### config.mk
export PLATFORM = sky130hd
export DESIGN_NAME = i2c_cfg_sequencer
export DESIGN_NICKNAME = d
export VERILOG_FILES = /design/src/rtl/i2c_pkg.sv /design/src/rtl/i2c_cfg_timer.sv /design/src/rtl/i2c_cfg_sequencer.sv
export SDC_FILE = /design/constraint.sdc
export NUM_CORES = 1
export LEC_CHECK = 0
export ABC_AREA = 1
export CAP_MARGIN = 20
export CORE_ASPECT_RATIO = 1.4
export CORE_UTILIZATION = 30
export CTS_CLUSTER_DIAMETER = 50
export DETAILED_ROUTE_END_ITERATION = 10
export PLACE_DENSITY = 0.57
export SLEW_MARGIN = 25
export SYNTH_ARGS = -nofsm -noshare
export SYNTH_HDL_FRONTEND = slang
export SYNTH_HIERARCHICAL = 1
export SYNTH_SLANG_ARGS = --single-unit
### constraint.sdc
create_clock -name Clk -period 2.2 [get_ports Clk]
set_clock_uncertainty 0.2 [all_clocks]
set_input_delay 0.33 -clock Clk [delete_from_list [all_inputs] [get_ports Clk]]
set_output_delay 0.33 -clock Clk [all_outputs]
set_load 0.1 [all_outputs]
### src/rtl/i2c_pkg.sv
// Shared types for the I2C boot-time configuration sequencer.
//   seq_state_t : sequencer FSM states
//   cfg_entry_t : one configuration table entry {addr[15:0], data[7:0]}
//   DLY_MARKER  : register address that marks a delay entry (data = ticks)
package i2c_pkg;

  localparam logic [15:0] DLY_MARKER = 16'hFFFF;

  typedef enum logic [3:0] {
    ST_IDLE,
    ST_FETCH,
    ST_LATCH,
    ST_DLY,
    ST_WR_REQ,
    ST_WR_WAIT,
    ST_RD_REQ,
    ST_RD_WAIT,
    ST_GAP,
    ST_FAIL,
    ST_NEXT,
    ST_DONE,
    ST_ERR
  } seq_state_t;

  typedef struct packed {
    logic [15:0] addr;
    logic [7:0]  data;
  } cfg_entry_t;

endpackage

### src/rtl/i2c_cfg_timer.sv
// Loadable down-counter with a zero flag. One instance is time-shared by the
// inter-transaction gap, delay entries and the RW_Done watchdog; only one of
// those is ever active, so a single load port suffices.
//   Clk, Rst_n : clock, asynchronous active-low reset
//   load       : load load_val this cycle (takes priority over counting)
//   load_val   : value to load
//   zero       : counter is at zero (it stops there)
module i2c_cfg_timer #(
  parameter int W = 24
) (
  input  logic         Clk,
  input  logic         Rst_n,
  input  logic         load,
  input  logic [W-1:0] load_val,
  output logic         zero
);

  logic [W-1:0] cnt;

  always_ff @(posedge Clk or negedge Rst_n) begin
    if (!Rst_n) begin
      cnt <= '0;
    end else if (load) begin
      cnt <= load_val;
    end else if (cnt != '0) begin
      cnt <= cnt - W'(1);
    end
  end

  assign zero = (cnt == '0);

endmodule

### src/rtl/i2c_cfg_sequencer.sv
// Boot-time configuration engine: walks a ROM table of {addr16, data8}
// entries and issues one i2c_control write per entry, with optional
// read-back verification, delay entries, NACK retries and a watchdog.
//   Clk, Rst_n          : clock, asynchronous active-low reset
//   start               : 1-cycle pulse, runs the table from entry 0
//   tbl_idx / tbl_data  : synchronous ROM port (data valid 1 cycle later)
//   wrreg_req/rdreg_req : 1-cycle request pulses to i2c_control
//   addr, wrdata        : register address / write data of current entry
//   addr_mode,device_id : static configuration for i2c_control
//   rddata, RW_Done, ack: transaction result (ack=1 means NACK seen)
//   busy, done, error   : status; done/error are sticky until next start
//   err_idx             : index of the entry that caused the abort
module i2c_cfg_sequencer
  import i2c_pkg::*;
#(
  parameter int          N_ENTRIES   = 64,
  parameter int          IDX_W       = 6,
  parameter logic [7:0]  DEV_ID      = 8'h78,
  parameter int          ADDR_MODE   = 1,
  parameter int          VERIFY      = 0,
  parameter int          MAX_RETRY   = 3,
  parameter int          GAP_CYC     = 100,
  parameter int          DLY_UNIT    = 50000,
  parameter int          TIMEOUT_CYC = 2000000
) (
  input  logic             Clk,
  input  logic             Rst_n,
  input  logic             start,
  output logic [IDX_W-1:0] tbl_idx,
  input  logic [23:0]      tbl_data,
  output logic             wrreg_req,
  output logic             rdreg_req,
  output logic [15:0]      addr,
  output logic             addr_mode,
  output logic [7:0]       wrdata,
  output logic [7:0]       device_id,
  input  logic [7:0]       rddata,
  input  logic             RW_Done,
  input  logic             ack,
  output logic             busy,
  output logic             done,
  output logic             error,
  output logic [IDX_W-1:0] err_idx
);

  // Timer must hold the largest of: gap, longest delay entry, watchdog.
  localparam int unsigned DLY_MAX = 255 * DLY_UNIT;
  localparam int unsigned LD_A    = (GAP_CYC > TIMEOUT_CYC) ? GAP_CYC : TIMEOUT_CYC;
  localparam int unsigned LD_MAX  = (LD_A > DLY_MAX) ? LD_A : DLY_MAX;
  localparam int          TW      = $clog2(LD_MAX + 1);
  localparam int          RET_W   = (MAX_RETRY < 1) ? 1 : $clog2(MAX_RETRY + 1);

  // A load of N keeps the timer busy for N+1 cycles, hence the -1.
  localparam logic [TW-1:0] GAP_LD = TW'(GAP_CYC - 1);
  localparam logic [TW-1:0] TO_LD  = TW'(TIMEOUT_CYC - 1);
  localparam logic [TW-1:0] DLY_U  = TW'(DLY_UNIT);

  seq_state_t       state, state_nxt, tgt, tgt_nxt;
  logic [IDX_W-1:0] idx, idx_nxt, err_idx_nxt;
  logic [RET_W-1:0] retry, retry_nxt;
  cfg_entry_t       ent, ent_nxt;
  logic             busy_nxt, done_nxt, error_nxt;
  logic             go_err;
  logic             tmr_load, tmr_zero;
  logic [TW-1:0]    tmr_val;

  i2c_cfg_timer #(.W(TW)) u_timer (
    .Clk      (Clk),
    .Rst_n    (Rst_n),
    .load     (tmr_load),
    .load_val (tmr_val),
    .zero     (tmr_zero)
  );

  always_ff @(posedge Clk or negedge Rst_n) begin
    if (!Rst_n) begin
      state   <= ST_IDLE;
      tgt     <= ST_IDLE;
      idx     <= '0;
      retry   <= '0;
      ent     <= '0;
      busy    <= 1'b0;
      done    <= 1'b0;
      error   <= 1'b0;
      err_idx <= '0;
    end else begin
      state   <= state_nxt;
      tgt     <= tgt_nxt;
      idx     <= idx_nxt;
      retry   <= retry_nxt;
      ent     <= ent_nxt;
      busy    <= busy_nxt;
      done    <= done_nxt;
      error   <= error_nxt;
      err_idx <= err_idx_nxt;
    end
  end

  always_comb begin
    state_nxt   = state;
    tgt_nxt     = tgt;
    idx_nxt     = idx;
    retry_nxt   = retry;
    ent_nxt     = ent;
    busy_nxt    = busy;
    done_nxt    = done;
    error_nxt   = error;
    err_idx_nxt = err_idx;
    go_err      = 1'b0;
    tmr_load    = 1'b0;
    tmr_val     = '0;

    case (state)
      ST_IDLE, ST_DONE, ST_ERR: begin
        if (start) begin
          done_nxt    = 1'b0;
          error_nxt   = 1'b0;
          err_idx_nxt = '0;
          idx_nxt     = '0;
          retry_nxt   = '0;
          busy_nxt    = 1'b1;
          state_nxt   = ST_FETCH;
        end
      end

      ST_FETCH: state_nxt = ST_LATCH;

      ST_LATCH: begin
        ent_nxt = cfg_entry_t'(tbl_data);
        if (tbl_data[23:8] == DLY_MARKER) begin
          if (tbl_data[7:0] == 8'd0) begin
            state_nxt = ST_NEXT;
          end else begin
            tmr_load  = 1'b1;
            tmr_val   = TW'(tbl_data[7:0]) * DLY_U - TW'(1);
            state_nxt = ST_DLY;
          end
        end else begin
          state_nxt = ST_WR_REQ;
        end
      end

      ST_DLY: if (tmr_zero) state_nxt = ST_NEXT;

      // The watchdog is armed in the request cycle so it starts fresh on
      // the first WAIT cycle.
      ST_WR_REQ: begin
        tmr_load  = 1'b1;
        tmr_val   = TO_LD;
        state_nxt = ST_WR_WAIT;
      end

      ST_WR_WAIT: begin
        if (RW_Done) begin
          if (ack) begin
            state_nxt = ST_FAIL;
          end else begin
            tmr_load  = 1'b1;
            tmr_val   = GAP_LD;
            tgt_nxt   = (VERIFY != 0) ? ST_RD_REQ : ST_NEXT;
            state_nxt = ST_GAP;
          end
        end else if (tmr_zero) begin
          go_err = 1'b1;
        end
      end

      ST_RD_REQ: begin
        tmr_load  = 1'b1;
        tmr_val   = TO_LD;
        state_nxt = ST_RD_WAIT;
      end

      ST_RD_WAIT: begin
        if (RW_Done) begin
          if (ack || (rddata != ent.data)) begin
            state_nxt = ST_FAIL;
          end else begin
            tmr_load  = 1'b1;
            tmr_val   = GAP_LD;
            tgt_nxt   = ST_NEXT;
            state_nxt = ST_GAP;
          end
        end else if (tmr_zero) begin
          go_err = 1'b1;
        end
      end

      ST_GAP: if (tmr_zero) state_nxt = tgt;

      ST_FAIL: begin
        if (retry < RET_W'(MAX_RETRY)) begin
          retry_nxt = retry + RET_W'(1);
          tmr_load  = 1'b1;
          tmr_val   = GAP_LD;
          tgt_nxt   = ST_WR_REQ;
          state_nxt = ST_GAP;
        end else begin
          go_err = 1'b1;
        end
      end

      ST_NEXT: begin
        retry_nxt = '0;
        if (idx == IDX_W'(N_ENTRIES - 1)) begin
          done_nxt  = 1'b1;
          busy_nxt  = 1'b0;
          state_nxt = ST_DONE;
        end else begin
          idx_nxt   = idx + IDX_W'(1);
          state_nxt = ST_FETCH;
        end
      end

      default: state_nxt = ST_IDLE;
    endcase

    if (go_err) begin
      error_nxt   = 1'b1;
      err_idx_nxt = idx;
      busy_nxt    = 1'b0;
      state_nxt   = ST_ERR;
    end
  end

  assign tbl_idx   = idx;
  assign wrreg_req = (state == ST_WR_REQ);
  assign rdreg_req = (state == ST_RD_REQ);
  assign addr      = ent.addr;
  assign wrdata    = ent.data;
  assign addr_mode = (ADDR_MODE != 0);
  assign device_id = DEV_ID;

endmodule

Word level (Yosys, flattened, before mapping)
Index checks and enable logic that the tools add are counted.
{"block": "op_classes", "order_cmp": 1, "mux": 58, "n_mul": 1, "n_eq_ne": 30, "n_reduce_logical": 22, "n_addsub": 4}
{"cell": "$pmux W24 S5", "count": 1}
{"cell": "$mux W24", "count": 4}
{"cell": "$mux W4", "count": 15}
{"cell": "$sub A24 B1 Y24 const B", "count": 2}
{"cell": "$pmux W4 S11", "count": 1}
{"cell": "$mux W7", "count": 5}
{"cell": "$logic_not A24 Y1", "count": 1}
{"cell": "$mux W6", "count": 4}
{"cell": "$reduce_bool A24 Y1", "count": 1}
{"cell": "$ne A3 B3 Y1 const B", "count": 7}
{"cell": "$eq A4 B4 Y1 const B", "count": 5}
{"cell": "$mul A8 B12 Y20 const B", "count": 1}
{"cell": "$mux W1", "count": 19}
{"cell": "$eq A16 B16 Y1 const B", "count": 1}
{"cell": "$eq A4 B3 Y1 const B", "count": 4}
{"cell": "$ne A2 B2 Y1 const B", "count": 8}
{"cell": "$pmux W4 S3", "count": 1}
{"cell": "$pmux W6 S2", "count": 1}
{"cell": "$reduce_and A3 Y1", "count": 4}
{"cell": "$reduce_and A6 Y1", "count": 2}
{"cell": "$reduce_bool A3 Y1", "count": 3}
{"cell": "$eq A4 B2 Y1 const B", "count": 2}
{"cell": "$logic_not A8 Y1", "count": 1}
{"cell": "$ne A8 B8 Y1", "count": 1}
{"cell": "15 further kinds", "count": 22}
{"block": "totals", "regBits": 73, "out_inout_bits": 50, "input_bits": 37}

Depth between registers and ports, before layout
Gate-level depths: netlist (run 1).
{"block": "depth", "word_depth": 6, "depth_mapped": 25, "depth_no_buf": 25}

Hierarchy
The synthesis (run 1) kept the hierarchy.
{"mod": "i2c_cfg_sequencer", "cells_per_inst": 624, "instances": 1, "area_each_um2": 4554.4}
{"mod": "i2c_cfg_timer", "cells_per_inst": 254, "instances": 1, "area_each_um2": 1677.9}

Worst setup path after synthesis (run 1)
Ideal clock, no wire load.
{"block": "synth_timing", "path_kind": "input to register", "startpoint": "in tbl_data[2]", "endpoint": "reg u_timer.cnt[21]", "path_stages": 23, "path_slack_ps": -1626, "required_time_ps": 1934, "arrival_ps": 3561, "cell_sequence": "ha_1 > ha_1 > inv_1 > fa_1 > inv_1 > fa_1 > ha_1 > nand2_1 > nand3_1 > nand2_1 > and2_1 > nand2_1 > nor2_2 > inv_2 > nor2_4 > nand2_4 > nor2_8 > nand2_2 > nand2_1 > nand2_1 > nor2_1 > nand2_1 > nand2_1"}
{"block": "synth_between", "elab_chain_cells": 6}
{"element": "start: declaration", "line_no": "i2c_cfg_sequencer.sv:30", "rtl": "input logic [23:0] tbl_data,"}
{"element": "$mul A8 B12 Y20", "line_no": "i2c_cfg_sequencer.sv:135", "rtl": "tmr_val = TW'(tbl_data[7:0]) * DLY_U - TW'(1);"}
{"element": "$sub A24 B1 Y24", "line_no": "i2c_cfg_sequencer.sv:135"}
{"element": "$mux W24 (*)", "line_no": "i2c_cfg_sequencer.sv:131", "rtl": "if (tbl_data[7:0] == 8'd0) begin"}
{"element": "$mux W24 (*)", "line_no": "i2c_cfg_sequencer.sv:130", "rtl": "if (tbl_data[23:8] == DLY_MARKER) begin"}
{"element": "$pmux W24 S5 (*)", "line_no": "i2c_cfg_sequencer.sv:113", "rtl": "case (state)"}
{"element": "net tmr_val[21]", "line_no": "i2c_cfg_sequencer.sv:65", "rtl": "logic [TW-1:0] tmr_val;"}
{"element": "$mux W24 (*)", "line_no": "i2c_cfg_timer.sv:23", "rtl": "end else if (load) begin"}
{"element": "end signal: assignment", "line_no": "i2c_cfg_timer.sv:24", "rtl": "cnt <= load_val;"}
{"element": "end signal: assignment", "line_no": "i2c_cfg_timer.sv:26", "rtl": "cnt <= cnt - W'(1);"}
{"element": "end: declaration", "line_no": "i2c_cfg_timer.sv:18", "rtl": "logic [W-1:0] cnt;"}
The timed path passes the listed nets; every way through them passes the cells marked *.
A chain may end at the register's enable or synchronous reset.

Final worst setup path (run 1)
{"block": "layout_timing", "startpoint": "in tbl_data[3]", "endpoint": "reg u_timer.cnt[21]"}
The elaborated chain is that of the path after synthesis.

==> flow_summary.yaml, run 1 <==
critical_path:
  arrival_ps: 3630
  required_ps: 2280
  end_kind: "flop"
  crit_path_top_delay_cell: "fa_2"
  max_stage_delay_ps: 540
  path_max_fanout: 4
  crit_chain: "buf_6 -> ha_4 -> inv_2 -> fa_1 -> inv_2 -> fa_2 -> ha_4 -> ha_4 -> nand2_4 -> nor2_4 -> nand2_2 -> nand3_4 -> nand2_4 -> nand2_4 -> nand2_4 -> nor2_4 -> nand2_4 -> nor2_8 -> nand2_2 -> nand2_1 -> nand2_1 -> nor2_1 -> nand2_1 -> nand2_1"
  cp_common_cell: "nand2_4"
  crit_type: "input port to flop"
  start_kind: "input port"
  worst-r2r-setup-slack_ps: -60
sta:
  fin_crit_sh_pct: 162
  setup_viol: 18
  fin_crit_ps: 3550
  max_freq_mhz: 281
  rsz0062_at_grt: "true"
  fin_ws_ps: -1350
  tns_ps: -16920
  slew_violations: 0
  whs_ps: 181
  hold_viol_final: 0
placement:
  pre_cts_ws_ps: -2350
  port_buffers: 77
  dp.final_hpwl_mm: 14.7
  gp_congestion: 0.888
  postPlaceCellArea_um2: 8380
yosys:
  ys_seq_elements: 71
  netlist_area_um2: 6230
  yosys_warnings: 6
  synth_area_per_cell_um2: 7.10
  synth_cell_types: 44
  synth_seq_area_share_pct: 28.5
  syn_inst: 878
grt:
  first_global_vias: 6215
  antenna_found_initial: 0
  grt_max_degree: 49
  grt_pass1_wl_mm: 29.5
  grt.overflow.total: 0
  grtUsageTotal_pct: 17.6
final_layout:
  drive_gt1_share_pct: 35.4
  n_antenna_cell: 0
  multi_input_area_um2: 4660
  final_common_cell: "nand2_1"
  design_area_um2: 9340
  final_cell_mix: "221 x nand2_1, 167 x buf_4, 106 x inv_1, 62 x nor2_1, 58 x dfrtp_1"
  fill_cells: 2033
  seqCellArea_um2: 1810
  final_nets: 1199
  areaGrowthSynthToFinish_pct: 49.9
worst_hold_path:
  hold_path_class: "input port to flop"
floorplan:
  dieArea_um2: 21400
  die_y_um: 173
  rows: 62
  fp.dieW_um: 124
  initial_core_util_pct: 30.5
  core-area_um2: 20400
  pin_count: 87
run:
  maxCapViolCount: 0
clocking:
  cts.sinks: 71
  clock_latency_ps: 340
  cts_tree: "done"
  cts_buffer_depth: 2
  clk_pin_slew_worst_paths_ps: 60
  cts_buffers: 9
  root_buffer: "clkbuf_16"
  htree_levels: 3
drt:
  drt-initial-drc-count: 231
  num_vias: 6206
  viasPerCell: 4.60
  wire_per_inst_um: 13.3
  antenna_left: 0
  drt_wl_total_mm: 18.0
  drc: 0
  first_pass_iters: 4
status:
  outcome: "finished with violations"
  violations: "setup timing"
pwr:
  irDropWorstVdd_uv: 804
  p_per_area_nw_per_um2: 1320
  totalPowerFinal_mw: 12.3
  p_leak_nw: 4.69
-- per-stage QoR --
step	util, %	instances
after floorplan	-	885
after global placement	41.1	1320
after detailed placement	41.1	1320
after CTS	44.4	1346
after global routing	45.8	1350
final	45.8	1350
-- logic make-up after synthesis --
group	Yosys count	share of synthesized area (%)
buf+inv	143	9.48
simple gates	469	34.2
flops	71	28.5
compound gates	97	8.25
other cells	2	0.121
fa+ha+maj	73	16.1
xor+xnor	23	3.35
-- metal layers --
| metal | vias to the layer above | GRT usage, % | share of wire, % |
|---|---|---|---|
| met2 | 73 | 34.2 | 57 |
| li1 | 3210 | - | - |
| met1 | 2899 | 19.3 | 39 |
| met5 | - | 0 | 0 |
| met4 | 0 | 5.32 | 2.2 |
| met3 | 24 | 1.75 | 1.5 |
-- registers in the layout (all words and copies together) (netlist names) --
register / count
busy: 1
done: 1
u_timer/cnt: 24
tgt: 2
error: 1
tbl_idx: 6
state: 4
wrdata: 8
err_idx: 6
retry: 2
addr: 16
-- final timing paths --
kind                            depth (start not counted)             startpoint                          end
worst max register to register                         11  wrdata[4]$_DFFE_PN0P_   u_timer/cnt[1]$_DFFE_PN0P_
min in group asynchronous                               2                  Rst_n  u_timer/cnt[15]$_DFFE_PN0P_
worst max-delay path                                   24            tbl_data[3]  u_timer/cnt[21]$_DFFE_PN0P_
worst min-delay path                                    4            tbl_data[3]        wrdata[3]$_DFFE_PN0P_
max in group asynchronous                               3                  Rst_n   u_timer/cnt[2]$_DFFE_PN0P_
worst min register to register                          2      error$_DFFE_PN0P_            error$_DFFE_PN0P_
-- cell type report --
type	count	area share (%)
Multi-Input combinational cell	671	49.9
Sequential cell	71	19.3
Timing Repair Buffer	215	19.2
Inverter	121	5.05
Tap cell	256	3.43
Clock buffer	10	2.56
Clock inverter	6	0.563
-- critical path, delay by kind of cell --
kind	cells	cell delay, ps
buf+inv	3	180
simple gates	16	1290
fa+ha+maj	5	1800
-- power breakdown --
part | internal [mW] | switching [mW]
sequential | 1.82 | 0.401
combinational | 3.12 | 5.57
clock | 0.812 | 0.623
total | 5.75 | 6.59
-- synthesized netlist by cell type, drive strengths merged --
library cell	n	area, µm²
nand3b	4	30.0
ha	61	763
nor3	6	45.0
clkinv	2	7.51
dfrtp	71	1780
inv	119	449
or2	4	25.0
nand3	60	335
and2	1	6.26
o21bai	2	15.0
o21a	1	7.51
nor3b	1	7.51
buf	14	104
conb	2	7.51
nand2	266	1040
o211ai	2	15.0
xor2	15	139
nor2	102	487
nor4	4	25.0
a22o	1	8.76
fa	12	240
xnor2	8	70.1
a31oi	3	18.8
clkbuf	8	30.0
o21ai	68	340
and3	1	6.26
o211a	1	10.0
a21oi	19	98.9
nand4	20	125
-- timing repair --
action | in CTS | in global routing
resized for setup | 101 | 69
pin swaps | 45 | 40
setup buffers | 9 | 5
setup endpoints to repair | 25 | 36
hold buffers | 1 | 0
hold endpoints to repair | 28 | 0
(Power assumes the default switching activity.)
==> inputs of run 2 (changes only) <==
==> constraint.sdc (replaced) <==
create_clock -name Clk -period 2.2 [get_ports Clk]
set_clock_uncertainty 0.2 [all_clocks]
set_input_delay 0.33 -clock Clk [delete_from_list [all_inputs] [get_ports Clk]]
set_output_delay 0.33 -clock Clk [all_outputs]
set_load 0.05 [all_outputs]
==> run 2 against run 1 <==
- the flow still finishes with violations (setup timing)
- die area stayed put
- worst setup slack worse by 24 ps
- global-route usage is 0.096 points lower
- maximum frequency fell by 0.68%
- cell area is 0.67% lower
- non-clock buffer count rose by 3
- combinational power down 12%
- first-iteration DRC count decreased by 9.1%
- routed wire length down 1.6%
==> flow_summary.yaml, run 2 (same netlist as run 1, synthesis figures left out) <==
status:
  outcome: "finished with violations"
  violations: "setup timing"
final_layout:
  multi_input_area_um2: 4540
  final_nets: 1202
  n_antenna_cell: 0
  largest_reg_flops: 24
  areaGrowthSynthToFinish_pct: 48.9
  fill_cells: 2020
  seqCellArea_um2: 1790
  instances_no_fill: 1353
  regMostFlops: "u_timer/cnt"
  drive_gt1_share_pct: 30.7
  final_cell_mix: "226 x nand2_1, 141 x buf_4, 106 x inv_1, 66 x nor2_1, 64 x dfrtp_1"
  final_common_cell: "nand2_1"
  finish.utilization_pct: 45.5
pwr:
  p_leak_nw: 4.65
  totalPowerFinal_mw: 11.2
  irDropWorstVdd_uv: 501
  p_per_area_nw_per_um2: 1210
drt:
  viasPerCell: 4.58
  wire_per_inst_um: 13.1
  drc: 0
  drt_wl_total_mm: 17.7
  num_vias: 6197
  route.met2.wl_mm: 9.85
  first_pass_iters: 5
  wl_met3_um: 321
  highest-signal-layer: "met4"
  antenna_left: 0
  drt-met1-wl_mm: 7.05
  drt-initial-drc-count: 210
floorplan:
  initial_core_util_pct: 30.5
  rows: 62
  fp.dieW_um: 124
  pin_count: 87
  core-area_um2: 20400
  die_y_um: 173
  dieArea_um2: 21400
clocking:
  clock_latency_ps: 350
  cts_tree: "done"
  htree_levels: 3
  root_buffer: "clkbuf_16"
  clk_pin_slew_worst_paths_ps: 60
  cts_buffers: 9
  cts_buffer_depth: 2
  cts.sinks: 71
critical_path:
  reg2reg_depth: 12
  crit_chain: "buf_8 -> ha_4 -> ha_4 -> inv_2 -> fa_1 -> inv_1 -> fa_1 -> ha_4 -> nand3_4 -> nand4_1 -> buf_4 -> nand3_2 -> nor2_4 -> nand3_4 -> nor2_4 -> nand3_2 -> nor2_2 -> nand3_1 -> nand2_1 -> nor2_1 -> nand2_1 -> nand2_1"
  worst-path-buf-inv: 4
  critPathTopFamily: "adder cells"
  path_max_fanout: 7
  timing.rr.start: "wrdata[6]$_DFFE_PN0P_"
  crit_path_top_delay_cell: "fa_1"
  crit_type: "input port to flop"
  arrival_ps: 3610
  reg2reg_to: "u_timer/cnt[1]$_DFFE_PN0P_"
  worst-r2r-setup-slack_ps: 30
  required_ps: 2230
  start_kind: "input port"
  max_stage_delay_ps: 480
  end_kind: "flop"
sta:
  fin_ws_ps: -1380
  hold_viol_final: 0
  slew_violations: 0
  worst_pin_slew_ps: 517
  rsz0062_at_grt: "true"
  relSlewSlack_pct: 65.4
  fin_crit_sh_pct: 163
  tns_ps: -17410
  max_freq_mhz: 280
  setup_viol: 15
  fin_crit_ps: 3580
run:
  maxCapViolCount: 0
grt:
  grt_pass1_wl_mm: 29.2
  grt_max_degree: 49
  grtUsageTotal_pct: 17.5
  antenna_found_initial: 0
  first_global_vias: 6110
  grt.overflow.total: 0
placement:
  port_buffers: 77
  gp_congestion: 0.871
  dp.final_hpwl_mm: 14.5
  pre_cts_ws_ps: -2310
  placedCellCount: 1321
worst_hold_path:
  hold_path_class: "input port to async pin"
-- run 2: cell count changes in the layout (fill, tap and decap cells not counted), sizes merged --
cell           delta
clkbuf            -1
buf              -27
clkdlybuf4s50    +29
clkinvlp          +1
dlymetal6s2s      +2
inv               -3
clkinv            +2
-- run 2: final cells by class --
| type | count | share of cell area, % |
|---|---|---|
| Clock buffer | 10 | 2.47 |
| Clock inverter | 6 | 0.485 |
| Inverter | 121 | 5.07 |
| Multi-Input combinational cell | 671 | 48.9 |
| Sequential cell | 71 | 19.2 |
| Tap cell | 256 | 3.45 |
| Timing Repair Buffer | 218 | 20.4 |
-- run 2: how the worst max path moves through the flow --
stage / from / end / slack, ps / cells past startpoint
after floorplan: tbl_data[2] / u_timer/cnt[22]$_DFFE_PN0P_ / -1420 / 22
after global placement: tbl_data[2] / u_timer/cnt[22]$_DFFE_PN0P_ / -2310 / 22
after detailed placement: tbl_data[2] / u_timer/cnt[22]$_DFFE_PN0P_ / -2310 / 22
after CTS: tbl_data[4] / u_timer/cnt[21]$_DFFE_PN0P_ / -1400 / 23
after global routing: tbl_data[3] / u_timer/cnt[23]$_DFFE_PN0P_ / -1550 / 25
final: tbl_data[4] / u_timer/cnt[22]$_DFFE_PN0P_ / -1380 / 22
-- run 2: per-layer routing --
layer | track usage [%] | vias to the layer above
met5 | 0 | -
li1 | - | 3223
met2 | 32.7 | 82
met3 | 1.98 | 32
met4 | 6.43 | 0
met1 | 19.8 | 2860
-- run 2: power by group --
part | internal [mW] | switching [mW]
clock network | 0.767 | 0.616
registers | 1.80 | 0.393
logic | 3.09 | 4.52
total | 5.65 | 5.53
-- run 2: what timing repair did --
action | CTS | global route
setup buffers | 9 | 7
endpoints found under the hold margin | 66 | 0
cloned | 0 | 0
endpoints found under the setup margin | 25 | 38
resized for setup | 89 | 60
pin swaps | 45 | 50
hold buffers | 1 | 0
-- run 2: through the flow --
stage	cell area, µm²	hold slack (ps)
2_1_floorplan	6520	-166
3_3_place_gp	8450	25.2
3_5_place_dp	8450	23.8
4_1_cts	9040	196
5_1_grt	9280	217
6_report	9280	199
==> inputs of run 3 (changes only) <==
--- a/config.mk
+++ b/config.mk
@@ -8,6 +8,7 @@
 export ABC_AREA = 1
 export CAP_MARGIN = 20
 export CORE_ASPECT_RATIO = 1.4
+export CORE_MARGIN = 2
 export CORE_UTILIZATION = 30
 export CTS_CLUSTER_DIAMETER = 50
 export DETAILED_ROUTE_END_ITERATION = 10
==> run 3 against run 2 <==
- largest power group unchanged
- worst setup slack improved by 35 ps
- first-iteration DRC count increased by 4.8%
- cell area increased by 2.9%
- the run still ends with setup timing left
- final cell count increased by 0.15%
- register-to-register slack improved by 20 ps
- combinational power increased by 6.3%
==> flow_summary.yaml, run 3 (same netlist as run 1, synthesis figures left out) <==
status:
  outcome: "finished with violations"
  violations: "setup timing"
placement:
  port_buffers: 77
  gp_congestion: 0.870
  placedCellCount: 1317
  postPlaceCellArea_um2: 8410
  pre_cts_ws_ps: -2300
  dp.final_hpwl_mm: 14.6
final_layout:
  final_common_cell: "nand2_1"
  drive_gt1_share_pct: 32.9
  fill_cells: 2035
  n_antenna_cell: 0
  areaGrowthSynthToFinish_pct: 53.1
  design_area_um2: 9540
  finish.utilization_pct: 46.6
  final_nets: 1204
  largest_reg_flops: 24
  instances_no_fill: 1355
  regMostFlops: "u_timer/cnt"
  multi_input_area_um2: 4670
  final_cell_mix: "211 x nand2_1, 133 x buf_4, 102 x inv_1, 67 x nor2_1, 64 x dfrtp_1"
  seqCellArea_um2: 1790
floorplan:
  core-area_um2: 20500
  rows: 62
  initial_core_util_pct: 30.4
  die_y_um: 175
  pin_count: 87
  dieArea_um2: 22000
  fp.dieW_um: 126
sta:
  setup_viol: 15
  fin_crit_ps: 3540
  max_freq_mhz: 282
  whs_ps: 185
  fin_crit_sh_pct: 161
  relSlewSlack_pct: 64.3
  fin_ws_ps: -1340
  slew_violations: 0
  rsz0062_at_grt: "true"
  worst_pin_slew_ps: 534
  tns_ps: -17360
  hold_viol_final: 0
grt:
  antenna_found_initial: 0
  grt_max_degree: 72
  grt.overflow.total: 0
  grt_pass1_wl_mm: 30.3
  grtUsageTotal_pct: 16.9
  first_global_vias: 6327
clocking:
  htree_levels: 3
  cts.sinks: 71
  cts_buffers: 9
  clk_pin_slew_worst_paths_ps: 60
  cts_buffer_depth: 2
  clock_latency_ps: 340
  cts_tree: "done"
  root_buffer: "clkbuf_16"
pwr:
  combPwrFrac_pct: 68.8
  switching_share_pct: 48.6
  p_per_area_nw_per_um2: 1230
  p_seq_share_pct: 18.6
  p_leak_nw: 4.75
  irDropWorstVdd_uv: 728
  intPower_mw: 6.04
  totalPowerFinal_mw: 11.8
  p_clk_share_pct: 12.6
  switching_power_mw: 5.71
drt:
  drt-initial-drc-count: 220
  first_pass_iters: 5
  wire_per_inst_um: 13.5
  antenna_left: 0
  num_vias: 6231
  drt_wl_total_mm: 18.3
  drc: 0
  viasPerCell: 4.60
critical_path:
  start_kind: "input port"
  path_max_fanout: 7
  required_ps: 2230
  crit_chain: "buf_8 -> ha_4 -> ha_4 -> inv_2 -> fa_1 -> inv_2 -> fa_2 -> ha_4 -> nand3_4 -> nand4_1 -> buf_4 -> nand3_2 -> nor2_4 -> nand3_2 -> nor2_4 -> nand3_2 -> nor2_2 -> nand3_1 -> nand2_1 -> nor2_1 -> nand2_1 -> nand2_1"
  crit_type: "input port to flop"
  max_stage_delay_ps: 490
  crit_path_top_delay_cell: "fa_1"
  arrival_ps: 3570
  end_kind: "flop"
run:
  maxCapViolCount: 0
worst_hold_path:
  hold_path_class: "input port to flop"
-- run 3: cell types whose count changed in the layout (fill, tap and decap cells not counted), sizes merged --
cell           previous run  this run
clkbuf                   11        12
clkdlybuf4s50            56        57
dlymetal6s2s              2         0
buf                     158       159
clkinv                    3         2
dlygate4sd2               0         1
bufinv                    0         1
-- run 3: power by group through the flow --
stage | combinational, mW | sequential (mW) | clock (mW)
2_1_floorplan | 3.96 | 2.92 | 0
3_3_place_gp | 6.94 | 2.19 | 0
3_5_place_dp | 7.00 | 2.19 | 0
4_1_cts | 7.55 | 2.17 | 1.52
5_1_grt | 8.86 | 2.25 | 1.56
6_report | 8.09 | 2.19 | 1.48
-- run 3: critical path, delay by kind of cell --
family,cells,cell delay (ps)
adder cells (fa/ha/maj),5,1790
buffers and inverters,4,300
AND/OR/NAND/NOR,13,1140
-- run 3: path summary, 6_finish.rpt --
path                                            start                           to  slack [ps]  cells past startpoint
max in group asynchronous                       Rst_n  u_timer/cnt[16]$_DFFE_PN0P_        1140                      3
worst max-delay path                      tbl_data[2]  u_timer/cnt[22]$_DFFE_PN0P_       -1340                     22
worst min-delay path                      tbl_data[7]        wrdata[7]$_DFFE_PN0P_         190                      4
worst max register to register  wrdata[4]$_DFFE_PN0P_   u_timer/cnt[1]$_DFFE_PN0P_          50                     12
min in group asynchronous                       Rst_n          addr[4]$_DFFE_PN0P_         340                      3
worst min register to register    addr[2]$_DFFE_PN0P_          addr[2]$_DFFE_PN0P_         280                      2
-- run 3: final cells by class --
type	instances	area share, %
Clock inverter	6	0.734
Clock buffer	10	2.40
Timing Repair Buffer	220	20.9
Multi-Input combinational cell	671	48.9
Inverter	121	4.98
Tap cell	256	3.36
Sequential cell	71	18.7
-- run 3: what timing repair did --
item                                    CTS  global route
pin swaps                                73            53
gates cloned                              1             1
endpoints found under the hold margin    71             0
hold buffers                              1             0
endpoints found under the setup margin   24            42
setup buffers                            11            10
resized for setup                       116            80
-- run 3: layer usage --
metal  part of all wire, %  track usage, %
met1                    40            18.7
met2                    57            34.0
met3                   1.8            1.54
met4                   1.3            4.44
met5                     0               0
==> patch: new RTL, config.mk and constraints of run 2 <==
`TIMEOUT_CYC`: 2000000 -> 500000.
--- a/src/rtl/i2c_cfg_sequencer.sv
+++ b/src/rtl/i2c_cfg_sequencer.sv
@@ -21,7 +21,7 @@
   parameter int          MAX_RETRY   = 3,
   parameter int          GAP_CYC     = 100,
   parameter int          DLY_UNIT    = 50000,
-  parameter int          TIMEOUT_CYC = 2000000
+  parameter int          TIMEOUT_CYC = 500000
 ) (
   input  logic             Clk,
   input  logic             Rst_n,
Behaviour: no difference found for any inputs over 10 cycles, from zero or initial values and one cycle with Rst_n low; that may be too few to reach the edited logic, so the function may still have changed.
==> patch against run 2 <==
The run still ends with negative setup slack left. Cell area increased by 3.9%. Total power increased by 4.6%. Register-to-register slack got worse by 20 ps. Synthesized area increased by 4.1%. Sequential share of layout area decreased by 0.80 points. Wire length increased by 8.4%. Sequential power about the same. Non-clock buffer count increased by 10. Maximum frequency increased by 1.2%. Setup slack improved by 42 ps. Global-route usage increased by 0.52 points. Hold slack got worse by 8.8 ps. Sequential cell count unchanged. Critical path type unchanged. Critical endpoint is now u_timer/cnt[23].
==> patch: results (changes against run 2) <==
- Status: finished, violations left (unchanged)
- Violated checks: negative setup slack (unchanged)
- Netlist cell types: 43 (was 44)
- Gr usage total: 18.03% (was 17.52%)
- Wire per inst: 13.68 um (was 13.11 um)
- Pin count of the biggest net entering global routing: 72 (was 49)
- Layout cells sized above 1: 32.29% (was 30.72%)
- Initial antenna violation count: 0 (unchanged)
- Leakage power: 4.816 nW (was 4.649 nW)
- Crit Path Max Fanout: 7 (unchanged)
- Buffers on Ports: 77 (unchanged)
- Filler cells: 2,097 (was 2,020)
- Slew HR: 64.22% (was 65.42%)
- Synth cell count leaders: 251 x nand2_1, 118 x inv_1, 85 x nor2_1 (was 254 x nand2_1, 113 x inv_1, 74 x nor2_1)
- Sequential area share after synthesis: 27.39% (was 28.51%)
- Initial DRC Count: 237 (was 210)
- DP HPWL: 15,550 um (was 14,510 um)
- Vias in the first global route: 6,562 (was 6,110)
- Routed vias/inst: 4.595 (was 4.580)
- Most used DFF post-synth: dfrtp_1 (unchanged)
- Setup Viol. Count Final: 21 (was 15)
- Dominant cells by area after synthesis: dfrtp_1 27%, nand2_1 15%, ha_1 12%, inv_1 6.8%, nor2_1 4.9% (was dfrtp_1 29%, nand2_1 15%, ha_1 12%, inv_1 6.8%, o21ai_0 4.8%)
- Psw: 5.777 mW (was 5.532 mW)
- Worst slack, placed: -2267 ps (was -2305 ps)
- First-pass DRT Iterations: 4 (was 5)
- Hold Crit Class: input pin to flip-flop (was input pin to asynchronous set/reset pin)
- Final RePlAce weighted congestion: 0.9044 (was 0.8713)
- Area after DPL: 8583 um2 (was 8454 um2)
- First-pass GRT wire length: 31,730 um (was 29,210 um)
- Final worst slack: -1335 ps (was -1377 ps)
- Fin nets: 1,251 (was 1,202)
- Num CTS Buffers: 9 (unchanged)
- CTS H-tree depth: 3 (unchanged)
- Maximum vdd drop: 518.0 uV (was 500.7 uV)
## patch: cell families (layout without fill, tap and decap cells)
logic type      count (synthesis)  after routing  share of synthesized area, %
fa+ha+maj                      73             73                         15.47
compound gates                 94             94                         8.005
xor+xnor                       26             26                         3.511
other cells                     2              9                        0.1158
simple gates                  490            490                         35.26
buf+inv                       161            383                         10.24
flops                          71             71                         27.39
## patch: power groups by stage
stage               Combinational, mW  Clock, mW  Sequential, mW
floorplan                        4.06          0            2.91
global placement                 7.10          0            2.20
detailed placement               7.16          0            2.20
CTS                              7.59       1.47            2.18
global route                     8.85       1.53            2.25
finish                           8.08       1.43            2.19
## patch: final cells by class
class	count	area share (%)
Timing Repair Buffer	228	20.74
Clock buffer	10	2.479
Multi-Input combinational cell	692	48.73
Clock inverter	6	0.5450
Inverter	139	5.697
Tap cell	260	3.374
Sequential cell	71	18.44
## patch: timing repair
action,in CTS,in global routing
pin swaps,55,50
hold buffers,1,0
hold endpoints to repair,71,0
gates resized for setup,92,79
setup buffers,17,15
endpoints found under the setup margin,25,31
## patch: final timing paths
check	from	to	slack (ps)	cells after the start
max	tbl_data[2]	u_timer/cnt[23]	-1340	24
min reg2reg	addr[9]	addr[9]	280	2
max reg2reg	wrdata[2]	u_timer/cnt[1]	10	14
min	tbl_data[3]	wrdata[3]	190	4
min in group asynchronous	Rst_n	addr[12]	320	3
max in group asynchronous	Rst_n	wrdata[2]	1110	3
## patch: stage by stage
stage               std cells  hold slack [ps]  utilization, %  setup TNS [ps]
CTS                      1393            162.7           43.48          -17670
global route             1406            202.6           45.47          -20970
detailed placement       1359            189.5           40.48          -35750
global placement         1359            188.7           40.48          -35110
floorplan                 924           -165.6               -          -16840
finish                   1406            190.2           45.47          -17510
## patch: routing by layer
metal	routed length [um]	GRT usage, %	up-vias
met5	0	0	-
met4	490	7.028	0
met3	268	1.333	26
met2	10890	36.14	60
met1	7588	19.24	3033
li1	-	-	3342
## patch: worst max-delay path, cell delays in order
cell and delay, ps:
buf_8 100, ha_4 250, ha_4 260, inv_2 30, fa_1 480, inv_1 50, fa_1 480, ha_4 370
nand2_1 110, nor2_4 130, nand2_2 80, nand3_4 80, nand2_4 60, nand2_4 90, nand2_4 70, nor2_8 110
nand2_1 60, nor2_1 90, nand2_1 70, nand2_1 60, nand2_1 40, nor2_1 100, nand2_1 70, nand2_1 70
